**src/rtl/pipelined_adder_tree.sv**
```systemverilog
// Pipelined balanced binary adder tree.
// Sums INPUTS operands of WIDTH bits at full precision over LEVELS register
// stages. A single advance signal (downstream ready or final stage empty)
// moves the whole pipeline, so bubbles travel with the data.
// Partial sums grow by one bit per level, which keeps every sum exact.
module pipelined_adder_tree #(
    parameter int WIDTH  = 8,
    parameter int INPUTS = 4,
    parameter int SIGNED = 0
) (
    input  logic                                  clk,
    input  logic                                  rst,
    input  logic [INPUTS*WIDTH-1:0]               in_data,
    input  logic                                  in_valid,
    output logic                                  in_ready,
    output logic [WIDTH+$clog2(INPUTS)-1:0]       out_sum,
    output logic                                  out_valid,
    input  logic                                  out_ready
);

    localparam int LEVELS    = $clog2(INPUTS);
    localparam int SUM_WIDTH = WIDTH + LEVELS;

    logic w_advance;

    for (genvar gl = 0; gl < LEVELS; gl++) begin : g_lvl
        localparam int IW = WIDTH + gl;
        localparam int OW = IW + 1;
        localparam int N  = INPUTS >> (gl + 1);

        logic [2*N*IW-1:0] w_src;
        logic              w_src_vld;
        logic [N*OW-1:0]   w_sum;
        logic [OW-1:0]     w_a;
        logic [OW-1:0]     w_b;
        logic [N*OW-1:0]   r_sum;
        logic              r_vld;

        if (gl == 0) begin : g_first
            assign w_src     = in_data;
            assign w_src_vld = in_valid;
        end else begin : g_next
            assign w_src     = g_lvl[gl-1].r_sum;
            assign w_src_vld = g_lvl[gl-1].r_vld;
        end

        // Pairwise adds, each operand extended by one bit (sign or zero) first
        always_comb begin
            w_sum = '0;
            w_a   = '0;
            w_b   = '0;
            for (int k = 0; k < N; k++) begin
                w_a = {(SIGNED != 0) & w_src[2*k*IW + IW - 1], w_src[2*k*IW +: IW]};
                w_b = {(SIGNED != 0) & w_src[(2*k+1)*IW + IW - 1], w_src[(2*k+1)*IW +: IW]};
                w_sum[k*OW +: OW] = w_a + w_b;
            end
        end

        // Stage register: valid always follows on advance, data only for valid sets
        always_ff @(posedge clk or posedge rst) begin
            if (rst) begin
                r_vld <= 1'b0;
                r_sum <= '0;
            end else if (w_advance) begin
                r_vld <= w_src_vld;
                if (w_src_vld) begin
                    r_sum <= w_sum;
                end
            end
        end
    end

    assign out_sum   = g_lvl[LEVELS-1].r_sum[SUM_WIDTH-1:0];
    assign out_valid = g_lvl[LEVELS-1].r_vld;
    assign w_advance = out_ready | ~out_valid;
    assign in_ready  = w_advance;

endmodule

```
**config.mk**
```make
export PLATFORM = sky130hd
export DESIGN_NAME = pipelined_adder_tree
export DESIGN_NICKNAME = d
export VERILOG_FILES = /design/src/rtl/pipelined_adder_tree.sv
export SDC_FILE = /design/constraint.sdc
export NUM_CORES = 1
export LEC_CHECK = 0
export BUFFER_PORTS_ARGS = -buffer_cell sky130_fd_sc_hd__buf_2
export CELL_PAD_IN_SITES_DETAIL_PLACEMENT = 1
export CELL_PAD_IN_SITES_GLOBAL_PLACEMENT = 1
export CORE_MARGIN = 4
export CORE_UTILIZATION = 37
export DETAILED_ROUTE_END_ITERATION = 6
export MAX_ROUTING_LAYER = met4
export PLACE_DENSITY_LB_ADDON = 0.08
export RECOVER_POWER = 100
export SLEW_MARGIN = 10
export SYNTH_ARGS = -nofsm -noshare
export SYNTH_HDL_FRONTEND = slang
export SYNTH_SLANG_ARGS = --single-unit
```
**constraint.sdc**
```tcl
create_clock -name clk -period 2.1 [get_ports clk]
set_clock_uncertainty 0.15 [all_clocks]
set_input_delay 0 -clock clk [delete_from_list [all_inputs] [get_ports clk]]
set_output_delay 0 -clock clk [all_outputs]
set_load 0.005 [all_outputs]
```
==> run summary, run 1 <==
The share of final-layout standard cells stronger than drive strength 1 is 0.2198. The layout net count came out at just under 400. The detailed-route vias per instance is approximately 5.4. The share of total power dissipated in sequential elements is 0.343. Once detail routing completed, the nets flagged for antenna violations numbered 0. The signal arrival time at the worst endpoint is around 2100 ps.

The kind of critical path is flop to flop. Of the total power, the share spent switching nets is 0.3885. In this run, synthesis inferred 0 flip-flops with an integrated enable. Of the total power, combinational logic draws 0.458. The longest clock path from root to sink contains 2 buffers.

The hold violation total from the final report came to 0. The HPWL after detailed placement is about 5000 um. The latest clock arrival within the worst-skew pair is 290 ps.

Entering global routing, the biggest net connects 31 pins. The total iterations of the first detailed-routing run is 4. The fill cell instance count of the final layout came out at 746. The routability congestion estimate from global placement came out at around 0.85. The library cells used most frequently in the layout, excluding fill and tap cells, are sky130_fd_sc_hd__nand2_1 (45), sky130_fd_sc_hd__buf_2 (43), sky130_fd_sc_hd__dfrtp_1 (30). The worst setup path is captured at a flop. At the worst endpoint, the required time is roughly 2200 ps.

Measured along the x axis, the die boundary spans roughly 87 um. The post-synthesis average cell area is about 8.9 um^2. The post-synthesis cell area came out at ~2300 um^2. The max-cap check violation count came out at 0. The worst setup path is launched from a flop. The leakage dissipation came out at 1.325 nW. The antenna diode count came out at 0.

After detailed routing, no signal wire sits above met4. The class of the most critical hold timing path is primary input to flop. The area enclosed by the die boundary came out at approximately 7500 um^2. The total global routing track utilization came out at 0.1867.

The H-tree was split into 2 levels. The run finished with clean final reports. Measured along the y axis, the die boundary spans between 80 and 90 um.

The post-layout instance count excluding filler cells came out at 398. The sequential-to-total area share from yosys stat is 0.3282. The internal portion of the total power is 1.541 mW. At the pin with the least slew margin, the transition time is 757.0 ps. The period utilization is 0.9603. The count of buffers inserted at the top-level ports is 47. The final critical delay including setup and external delays is between 2000 and 2500 ps. The number of global-route vias before repair came out at 2242. The fraction of synthesis flops using an asynchronous set or reset pin came out at 1.000. The clock share of power is 0.199.

The net count after synthesis is between 300 and 400. Summed over all layers, the global routing overflow is 0. The detailed-route wire length per cell came out at 15.68 um.

In this run the clock root is driven by a sky130_fd_sc_hd__clkbuf_8. The library cell used most frequently in the layout, excluding fill and tap cells, is sky130_fd_sc_hd__nand2_1. The maximum vdd drop is between 300 and 400 uV.

The met2 wire length is 3006 um. The floorplan step defined a core boundary enclosing 5956 um^2. The total number of vias came out at between 2k and 2.5k. The analysis attributes to net switching a power of about 980 uW. The number of remaining DRC errors is 0. TritonCTS built the clock tree. For this configuration, the core starts out at a cell density of 0.3840. The overall power consumption came out at around 2.5 mW. From synthesis to final layout, the design area changed by 23.69%. The first global-routing pass estimated ~11000 um of wire. Detailed routing placed a total of 228 um of wire on met3.

Synthesis produced a netlist whose cell count is 256. In this run the power density over the cells is just under 900 nW/um^2. After detailed routing, the wire length on met1 is between 2000 and 3000 um. The number of buffers created by CTS came out at 5. The number of clock sinks came out at 30. Setup repair after global routing left no endpoint under its margin. The number of distinct library cells after synthesis is 41. The initial antenna violation count is 0. The highest attainable clock frequency is 495.9 MHz. The clock transition time at the flip-flop clock pins of the worst setup and hold paths came out at roughly 70 ps. In the synthesized netlist the dominant register cell turns out to be sky130_fd_sc_hd__dfrtp_1.

The total wirelength of the detailed-routed design is approximately 6200 um. The first routing iteration left 56 violations. The number of placement rows came out at 28. Yosys printed 0 warnings.

Synthesis inferred 30 register bits. The final setup violation count is 0. The number of cells after detailed placement is about 380. In this run the count of I/O pins placed on the die edge is 48. Along the worst path, the maximum fanout reaches 2. The worst pin sits at a relative slew slack of 0.4954. The number of max-slew violations in the final report is 0.
## flip-flops by register name, indices dropped and copies added, names as in the netlist
register / flops
g_lvl.r_sum: 18
out_sum: 10
g_lvl.r_vld: 1
out_valid: 1
## power groups by stage
stage                     sequential, mW  clock, mW  combinational, mW
after global routing               0.889      0.541               1.33
after CTS                          0.868      0.519               1.17
after global placement             0.866          0               1.11
final                              0.865      0.501               1.15
after floorplan                    0.858          0              0.762
after detailed placement           0.877          0               1.13
## cell families after synthesis
| family | Yosys count | share of synthesized area |
|---|---|---|
| AOI/OAI and AO/OA | 84 | 0.2631 |
| xor gates and xnor gates | 7 | 0.02681 |
| adders and majority gates | 28 | 0.1630 |
| buffers and inverters | 21 | 0.04321 |
| DFF | 30 | 0.3282 |
| and+or+nand+nor | 86 | 0.1756 |
## final cells by class
cell class	count	area [um^2]	share of cell area
tap	75	93.84	0.03317
timing repair buffer	65	380.4	0.1345
clock inverter	2	12.51	0.004423
clock buffer	6	82.58	0.02919
sequential	30	750.7	0.2654
inverter	15	56.30	0.01990
multi-input combinational	205	1453	0.5135
## critical path, cell delays in order, from the launching register on
cell and delay [ps]:
sky130_fd_sc_hd__dfrtp_1 400, sky130_fd_sc_hd__ha_2 200, sky130_fd_sc_hd__fa_2 350, sky130_fd_sc_hd__a211oi_2 240, sky130_fd_sc_hd__o21bai_1 120, sky130_fd_sc_hd__a2111o_1 400, sky130_fd_sc_hd__o211ai_1 90
## Yosys cell counts, types with 2 or more instances
library cell               number  area share
sky130_fd_sc_hd__a2111o_1       6       0.030
sky130_fd_sc_hd__a211oi_1       6       0.020
sky130_fd_sc_hd__a21boi_0       2      0.0066
sky130_fd_sc_hd__a21o_1         4       0.013
sky130_fd_sc_hd__a21oi_1        6       0.013
sky130_fd_sc_hd__a31oi_1        2      0.0055
sky130_fd_sc_hd__buf_2          4      0.0088
sky130_fd_sc_hd__buf_6          2      0.0098
sky130_fd_sc_hd__dfrtp_1       30        0.33
sky130_fd_sc_hd__fa_1           3       0.026
sky130_fd_sc_hd__ha_1          25        0.14
sky130_fd_sc_hd__inv_1         14       0.023
sky130_fd_sc_hd__nand2_1       45       0.074
sky130_fd_sc_hd__nand2b_1       2      0.0055
sky130_fd_sc_hd__nand3_1        3      0.0066
sky130_fd_sc_hd__nand4_1        5       0.014
sky130_fd_sc_hd__nor2_1         8       0.013
sky130_fd_sc_hd__nor2b_1        4       0.011
sky130_fd_sc_hd__nor3_1         7       0.015
sky130_fd_sc_hd__o211ai_1       7       0.023
sky130_fd_sc_hd__o21ai_0       25       0.055
sky130_fd_sc_hd__o21ba_2        2      0.0088
sky130_fd_sc_hd__o21bai_1       5       0.016
sky130_fd_sc_hd__o311a_1        6       0.026
sky130_fd_sc_hd__o31a_1         3       0.011
sky130_fd_sc_hd__o31ai_1        5       0.016
sky130_fd_sc_hd__or2_2          2      0.0055
sky130_fd_sc_hd__or3_1          2      0.0055
sky130_fd_sc_hd__or4_1          4       0.013
sky130_fd_sc_hd__xnor2_1        3       0.011
sky130_fd_sc_hd__xor2_1         4       0.015
## per-layer routing
layer | global-route usage | up-vias
li1 | - | 1086
met1 | 0.2388 | 1007
met2 | 0.3067 | 38
met3 | 0.02662 | 7
met4 | 0.05524 | 0
met5 | - | -
## path summary, 6_finish.rpt
| path | startpoint | endpoint | slack, ps | cells past startpoint |
|---|---|---|---|---|
| worst max-delay path | g_lvl[0].r_sum[9] | out_sum[6] | 80 | 6 |
| worst min-delay path | out_ready | out_valid | 20 | 5 |
| worst max register to register | g_lvl[0].r_sum[9] | out_sum[6] | 80 | 6 |
| worst min register to register | out_sum[0] | out_sum[0] | 330 | 2 |
| max in group asynchronous | rst | g_lvl[0].r_sum[16] | 1010 | 4 |
| min in group asynchronous | rst | out_sum[4] | 310 | 4 |
## stage by stage
stage	hold slack, ps	util	setup slack (ps)	setup TNS [ps]	cell area [um^2]
2_1_floorplan	-59.19	-	28.84	0	2287
3_3_place_gp	-46.58	0.4447	-52.04	-83.74	2649
3_5_place_dp	-41.69	0.4447	-123.0	-237.9	2649
4_1_cts	21.12	0.4758	32.66	0	2834
5_1_grt	67.29	0.4750	7.919	0	2829
6_report	17.50	0.4750	83.47	0	2829
## repair_timing
item,4_1_cts,5_1_grt
buffers inserted,0,0
setup endpoints to repair,2,5
endpoints found under the hold margin,35,0
hold buffers,8,0
pin swaps,3,2
gates cloned,0,0
gates resized for setup,4,3
Power figures use the tool's default switching activity.
==> inputs of run 2 (changes only) <==
--- a/config.mk
+++ b/config.mk
@@ -6,7 +6,7 @@
 export NUM_CORES = 1
 export LEC_CHECK = 0
 export BUFFER_PORTS_ARGS = -buffer_cell sky130_fd_sc_hd__buf_2
-export CELL_PAD_IN_SITES_DETAIL_PLACEMENT = 1
+export CELL_PAD_IN_SITES_DETAIL_PLACEMENT = 0
 export CELL_PAD_IN_SITES_GLOBAL_PLACEMENT = 1
 export CORE_MARGIN = 4
 export CORE_UTILIZATION = 37
==> run 2 against run 1 <==
Sequential cell count unchanged. Power up 2.5%. Critical path depth up 1. Count of clock-buffer cells in the layout unchanged. Design area up 0.49%. Die area unchanged. Non-clock buffer count unchanged. Routed wire length down 6.9%. Largest cell class unchanged. Largest power group unchanged.
==> run summary, run 2 (synthesis gave the netlist of run 1 again) <==
The wire length of the first global-routing pass is 9632 um (-10%). TritonCTS built the clock tree. The initial antenna violation count was 0 (unchanged). The final design utilization came to 0.4773 (+0.002311). The maximum vdd drop came out at 320.9 uV (-17%). The clock transition time at the flip-flop clock pins of the worst setup and hold paths is 70 ps (about the same). The critical path required time came out at 2140 ps (-20 ps). The ratio of total power to cell area was 908.4 nW/um^2 (+2.0%). The maximum number of pins on one net before global-route repair is 31 (unchanged).

The total global routing track utilization came to 0.1687 (-0.01801). The highest attainable clock frequency came out at 492.4 MHz (-0.71%). The final antenna-violating net count was 0 (unchanged).

The y dimension of the die came out at 86.63 um (unchanged). The detailed-route vias per instance is 5.369 (about the same). The initial standard-cell utilization of the core came to 0.3840 (unchanged).

The routability congestion estimate from global placement is 0.8463 (unchanged). The hold violation total from the final report is 0 (unchanged). The register with the most flip-flops in the final layout is g_lvl.r_sum. The leakage dissipation came out at 1.328 nW (+0.22%). The final HPWL from detailed placement is 4445 um (-9.4%). The aggregate global routing overflow came out at 0 (unchanged). The layout net count is 386 (unchanged).

The flip-flop and latch area came out at 750.7 um^2 (unchanged). The period utilization came out at 0.9671 (+0.006879). The maximum root-to-sink buffer count came out at 2 (unchanged). The sum of negative setup slack is 0 ps (unchanged). The final setup violation count is 0 (unchanged). The detailed-route wire length per cell is 14.60 um (-6.9%). The number of remaining DRC errors was 0 (unchanged). The relative slew slack came out at 0.4728 (-0.02261). The library cells used most frequently in the layout, excluding fill and tap cells, are sky130_fd_sc_hd__nand2_1 (45), sky130_fd_sc_hd__buf_2 (43), sky130_fd_sc_hd__dfrtp_1 (30). The final critical delay including setup and external delays is 2031 ps (+14.45 ps).

The kind of critical path is primary input to flop. The max-cap check violation count was 0 (unchanged). The total I/O pin count is 48 (unchanged). The area inside the core boundary is 5956 um^2 (unchanged).

The share of final-layout standard cells stronger than drive strength 1 is 0.2167 (-0.003096). The signal arrival time at the worst endpoint came out at 2070 ps (about the same). The tree is rooted in a sky130_fd_sc_hd__clkbuf_8. The worst reg-to-reg setup slack is 90 ps (about the same).

The number of global-route vias before repair came to 2055 (-8.3%). The count of routing violations after the opening detailed-route iteration came to 81 (+45%). The total wirelength of the detailed-routed design came out at 5809 um (-6.9%). The run finished with clean final reports. The maximum fanout encountered on the critical timing path came out at 2 (unchanged).

The number of buffers created by CTS came out at 5 (unchanged). The fill cell instance count of the final layout was 618 (-17%). The class of the most critical hold timing path is primary input to flop. The flip-flop count of the largest register after layout came out at 18 (unchanged). The actual slew at the worst max-slew pin came out at 790.9 ps (+33.92 ps). The maximum cell stage delay along the critical path came out at 530 ps (+130 ps).

Leaving out fill and tap cells, the most frequent cell in the layout is sky130_fd_sc_hd__nand2_1. The number of clock sinks came to 30 (unchanged). The area growth from synthesis to layout is 24.29%. The antenna diode count is 0 (unchanged). The overall power consumption is 2.582 mW (+2.5%). The total area of multi-input combinational cells came out at 1451 um^2 (about the same). The latest clock arrival within the worst-skew pair is 290 ps (about the same).

The area enclosed by the die boundary came out at 7504 um^2 (unchanged). The die width came out at 86.63 um (unchanged). The count of buffers inserted at the top-level ports is 47 (unchanged). The total number of vias is 2137 (-0.047%).

Walking the worst path, the cells encountered are dlygate4sd3_1 > buf_2 > fa_1 > a21oi_1 > o21ai_0 > o311a_1 > o21ba_2. The number of max-slew violations in the final report is 0 (unchanged). Among all stages on the critical path, the largest delay is contributed by sky130_fd_sc_hd__dlygate4sd3_1. The total iterations of the first detailed-routing run is 5 (+1). The worst setup path is launched from a primary input.

Setup repair after global routing left no endpoint under its margin. The H-tree depth is 2 (unchanged). The number of placement rows is 28 (unchanged). The critical path endpoint category is a flop.
## run 2: path summary, 6_finish.rpt
kind	end	from	cells after the start
setup / recovery	g_lvl[0].r_sum[8]	in_data[9]	7
hold / removal	out_valid	out_ready	5
setup reg to reg	out_sum[6]	g_lvl[0].r_sum[0]	6
hold reg to reg	out_sum[1]	out_sum[1]	2
max in group asynchronous	g_lvl[0].r_sum[5]	rst	4
min in group asynchronous	out_sum[5]	rst	4
## run 2: what timing repair did
action,CTS,global route
buffers inserted,0,0
pin swaps,1,2
setup endpoints to repair,2,6
cloned,0,0
endpoints found under the hold margin,35,0
hold buffers,8,0
resized for setup,2,5
## run 2: stage by stage
| step | setup slack [ps] | cell area, um^2 | std cells | hold slack, ps |
|---|---|---|---|---|
| floorplan | 28.84 | 2287 | 256 | -59.19 |
| global placement | -52.04 | 2649 | 382 | -46.58 |
| detailed placement | -72.89 | 2649 | 382 | -35.88 |
| CTS | 13.85 | 2846 | 398 | 24.66 |
| global route | 1.058 | 2843 | 398 | 56.96 |
| finish | 69.03 | 2843 | 398 | 29.33 |
## run 2: metal layers
metal  share of wire  GRT usage
met3           0.043    0.04087
met1            0.48     0.2193
met4          0.0077    0.04249
met2            0.47     0.2643
met5               0          -
## run 2: worst max-delay path: cells and delay by family
| family | cells | cell delay, ps |
|---|---|---|
| buffers and inverters | 2 | 670 |
| AOI/OAI and AO/OA | 4 | 960 |
| adders and majority gates | 1 | 430 |
## run 2: area by class of cell
cell class                      count  share of cell area
Inverter                           15             0.01981
Tap cell                           75             0.03301
Clock buffer                        6             0.02553
Sequential cell                    30              0.2641
Multi-Input combinational cell    205              0.5106
Timing Repair Buffer               65              0.1338
Clock inverter                      2             0.01320
## run 2: power breakdown
group / leakage (nW) / internal [mW] / switching (mW) / total (mW)
sequential: 0.365 / 0.755 / 0.102 / 0.857
clock: 0.0514 / 0.354 / 0.238 / 0.592
combinational: 0.912 / 0.517 / 0.616 / 1.13
==> inputs of run 3 (changes only) <==
--- a/config.mk
+++ b/config.mk
@@ -9,7 +9,7 @@
 export CELL_PAD_IN_SITES_DETAIL_PLACEMENT = 0
 export CELL_PAD_IN_SITES_GLOBAL_PLACEMENT = 1
 export CORE_MARGIN = 4
-export CORE_UTILIZATION = 37
+export CORE_UTILIZATION = 41
 export DETAILED_ROUTE_END_ITERATION = 6
 export MAX_ROUTING_LAYER = met4
 export PLACE_DENSITY_LB_ADDON = 0.08
==> constraint.sdc (replaced) <==
create_clock -name clk -period 1.9 [get_ports clk]
set_clock_uncertainty 0.15 [all_clocks]
set_input_delay 0 -clock clk [delete_from_list [all_inputs] [get_ports clk]]
set_output_delay 0 -clock clk [all_outputs]
set_load 0.005 [all_outputs]
==> run 3 against run 2 <==
The flow now finishes with violations (negative setup slack). Via count fell by 0.14%. Sequential cell count stayed put. Global-route usage up 1.2 points. Sequential power increased by 11%. Count of clock-buffer cells in the layout grew 1. Combinational power increased by 15%. Critical path depth fell by 1. Largest cell class unchanged.
==> run summary, run 3 (synthesis gave the netlist of run 1 again) <==
The leakage dissipation is 1.368 nW (+3.0%). The count of buffers inserted at the top-level ports is 47 (unchanged). The largest individual stage delay along the critical path comes from the cell sky130_fd_sc_hd__dfrtp_1. The share of final-layout standard cells stronger than drive strength 1 came to 0.2328 (+0.01612).

The final HPWL from detailed placement is 4337 um (-2.4%). Ranked by flip-flop count, first place goes to g_lvl.r_sum. The latest clock arrival within the worst-skew pair came out at 280 ps (about the same).

The H-tree depth is 2 (unchanged). The critical path is of the flop to flop type. The detailed-route vias per instance came out at 5.269 (-1.9%). The number of buffers and inverters on the critical path is 0 (-2).

The number of placement rows came out at 26 (-7.1%). The final critical delay including setup and external delays came out at 1977 ps. The number of buffers created by CTS came out at 5 (unchanged).

The met1 capacity usage during global routing came to 0.2241 (+0.004809). The switching fraction of total power came to 0.3730 (+0.002625). The final setup violation count came out at 3 (+3). Leaving out fill and tap cells, the most frequent cell in the layout is sky130_fd_sc_hd__nand2_1. Broken down by cell family, the worst path's largest delay share belongs to compound AO/OA/AOI/OAI gates. The routing usage on met3 came out at 0.02928 (-0.01159). The number of max-slew violations in the final report was 0 (unchanged).

The total I/O pin count came out at 48 (unchanged). The flip-flop and latch area came out at 750.7 um^2 (unchanged). The maximum cell stage delay along the critical path came out at 380 ps (-150 ps).

The pre-CTS setup slack is -121.6 ps (-48.73 ps). The flip-flop count of the largest register after layout was 18 (unchanged). The total wirelength of the detailed-routed design came out at 5495 um (-5.4%). Walking the worst path, the cells encountered are ha_2 > fa_2 > a211oi_2 > o21bai_1 > a2111o_1 > o211ai_1. The y dimension of the die came out at 82.69 um (-4.5%).

The portion of total power attributed to sequential cells came to 0.342 (+0.010). The signal arrival time at the worst endpoint came out at 2030 ps (-40 ps). The flow ran to the end, but the final reports show violations. The number of global-route vias before repair is 2067 (+0.58%).

The tree is rooted in a sky130_fd_sc_hd__clkbuf_8. The die width was 82.69 um (-4.5%). The net switching power is 1.037 mW (+8.4%). The routability congestion estimate from global placement came out at 0.7832 (-7.5%). The aggregate global routing overflow came out at 0 (unchanged). In the layout the commonest cells are sky130_fd_sc_hd__nand2_1 (45), sky130_fd_sc_hd__buf_2 (37), sky130_fd_sc_hd__dfrtp_1 (30). The fill cell instance count of the final layout came to 535 (-13%). Setup repair after global routing could not meet its margin everywhere.

STA classifies the critical path endpoint as a flop. The worst hold path belongs to the class primary input to flop. The final reports fail on negative setup slack. The antenna diode count came out at 0 (unchanged).

The worst reg-to-reg setup slack came out at -80 ps (-170 ps). The critical path required time came out at 1950 ps (-190 ps). The total global routing track utilization is 0.1802 (+0.01150).

The area inside the core boundary was 5270 um^2 (-12%). The layout net count is 398 (+3.1%). The worst slack on hold paths is 38.34 ps (+9.007 ps). The total iterations of the first detailed-routing run came out at 4 (-1). The number of cells on the worst reg-to-reg path came out at 6 (unchanged).

The sum of negative setup slack is -180.1 ps (-180.1 ps). The count of routing violations after the opening detailed-route iteration came out at 74 (-8.6%). The ratio of total power to cell area is 959.7 nW/um^2 (+5.6%). For this run, the top clock speed supported by timing is ~510 MHz. The final antenna-violating net count was 0 (unchanged). The maximum number of pins on one net before global-route repair was 31 (unchanged). In this run the most used layer during global routing was met2. The final worst slack came out at -76.81 ps (-145.8 ps). The cell depth of the worst hold path was 4 (-1). The total number of vias is 2134 (-0.14%).

The wire length of the first global-routing pass is 9225 um (-4.2%). The initial standard-cell utilization of the core came out at 0.4340 (+0.04996). The area growth from synthesis to layout came out at 26.64%. The type of origin of the critical path is a flop. The period utilization is 1.040.

The clock share of power is 0.190 (-0.039). The area enclosed by the die boundary came out at 6838 um^2 (-8.9%). The number of remaining DRC errors came out at 0 (unchanged). The max-cap check violation count came out at 0 (unchanged). The detailed-route wire length per cell is 13.57 um (-7.0%). The final design utilization came to 0.5496 (+0.07231). The hold violation total from the final report is 0 (unchanged). The TritonCTS clock tree is done. The relative slew slack came to 0.4990 (+0.02621).

The actual slew at the worst max-slew pin came to 751.6 ps (-39.31 ps). The met2 global-route usage is 0.3037 (+0.03943). The maximum vdd drop is 397.9 uV (+24%).

The clock transition time at the flip-flop clock pins of the worst setup and hold paths came out at 60 ps (about the same). The maximum root-to-sink buffer count is 2 (unchanged). The cell count along the critical path came out at 6 (-1). The maximum fanout encountered on the critical timing path came out at 2 (unchanged).

The internal power of the cells came to 1.743 mW (+7.2%). The power share of the combinational group was 0.468 (+0.029). The total area of multi-input combinational cells is 1456 um^2 (+0.35%). The number of clock sinks came out at 30 (unchanged). The initial antenna violation count is 0 (unchanged).
run 3: changes by cell type in the layout (fill, tap and decap cells not counted):
cell	change
sky130_fd_sc_hd__a211oi_1	-1
sky130_fd_sc_hd__a211oi_2	+1
sky130_fd_sc_hd__buf_2	-6
sky130_fd_sc_hd__buf_4	+13
sky130_fd_sc_hd__bufinv_16	-1
sky130_fd_sc_hd__clkbuf_1	+7
sky130_fd_sc_hd__clkbuf_8	+1
sky130_fd_sc_hd__clkinv_2	+1
sky130_fd_sc_hd__clkinvlp_4	-1
sky130_fd_sc_hd__dlygate4sd3_1	-2
run 3: routing by layer:
layer / up-vias / wire length (um)
met5: - / 0
met4: 0 / 53
met3: 7 / 184
met1: 979 / 2679
li1: 1114 / -
met2: 34 / 2577
run 3: power groups by stage:
| stage | clock, mW | combinational [mW] | sequential, mW |
|---|---|---|---|
| finish | 0.528 | 1.30 | 0.950 |
| global route | 0.570 | 1.48 | 0.978 |
| CTS | 0.546 | 1.32 | 0.952 |
| detailed placement | 0 | 1.28 | 0.962 |
| global placement | 0 | 1.28 | 0.955 |
| floorplan | 0 | 0.855 | 0.948 |
run 3: through the flow:
stage | instances | total power, mW | area (um^2)
after floorplan | 256 | 1.803 | 2297
after detailed placement | 389 | 2.240 | 2743
final | 405 | 2.780 | 2897
after CTS | 404 | 2.822 | 2907
after global routing | 405 | 3.029 | 2897
after global placement | 389 | 2.232 | 2743
run 3: worst reg2reg max path, delay by kind of cell, from the launching register on:
| family | cells | cell delay (ps) |
|---|---|---|
| flip-flops | 1 | 380 |
| adder cells (fa/ha/maj) | 2 | 540 |
| AO/OA/AOI/OAI | 4 | 820 |
run 3: layout make-up:
class                           instances  share of cell area
Sequential cell                        30              0.2592
Clock inverter                          1            0.001728
Tap cell                               70             0.03024
Timing Repair Buffer                   77              0.1568
Multi-Input combinational cell        205              0.5028
Clock buffer                            7             0.02981
Inverter                               15             0.01944
run 3: repair_timing:
item / in CTS / in global routing
hold buffers: 6 / 0
setup endpoints to repair: 6 / 5
hold endpoints to repair: 35 / 0
setup buffers: 1 / 1
pin swaps: 5 / 1
cloned: 0 / 0
gates resized for setup: 2 / 3
run 3: final timing paths:
check / endpoint / startpoint
max: out_sum[6] / g_lvl[0].r_sum[9]
min reg2reg: out_sum[0] / out_sum[0]
max in group asynchronous: out_valid / rst
max reg2reg: out_sum[6] / g_lvl[0].r_sum[9]
min: g_lvl[0].r_sum[8] / in_data[15]
min in group asynchronous: out_sum[1] / rst
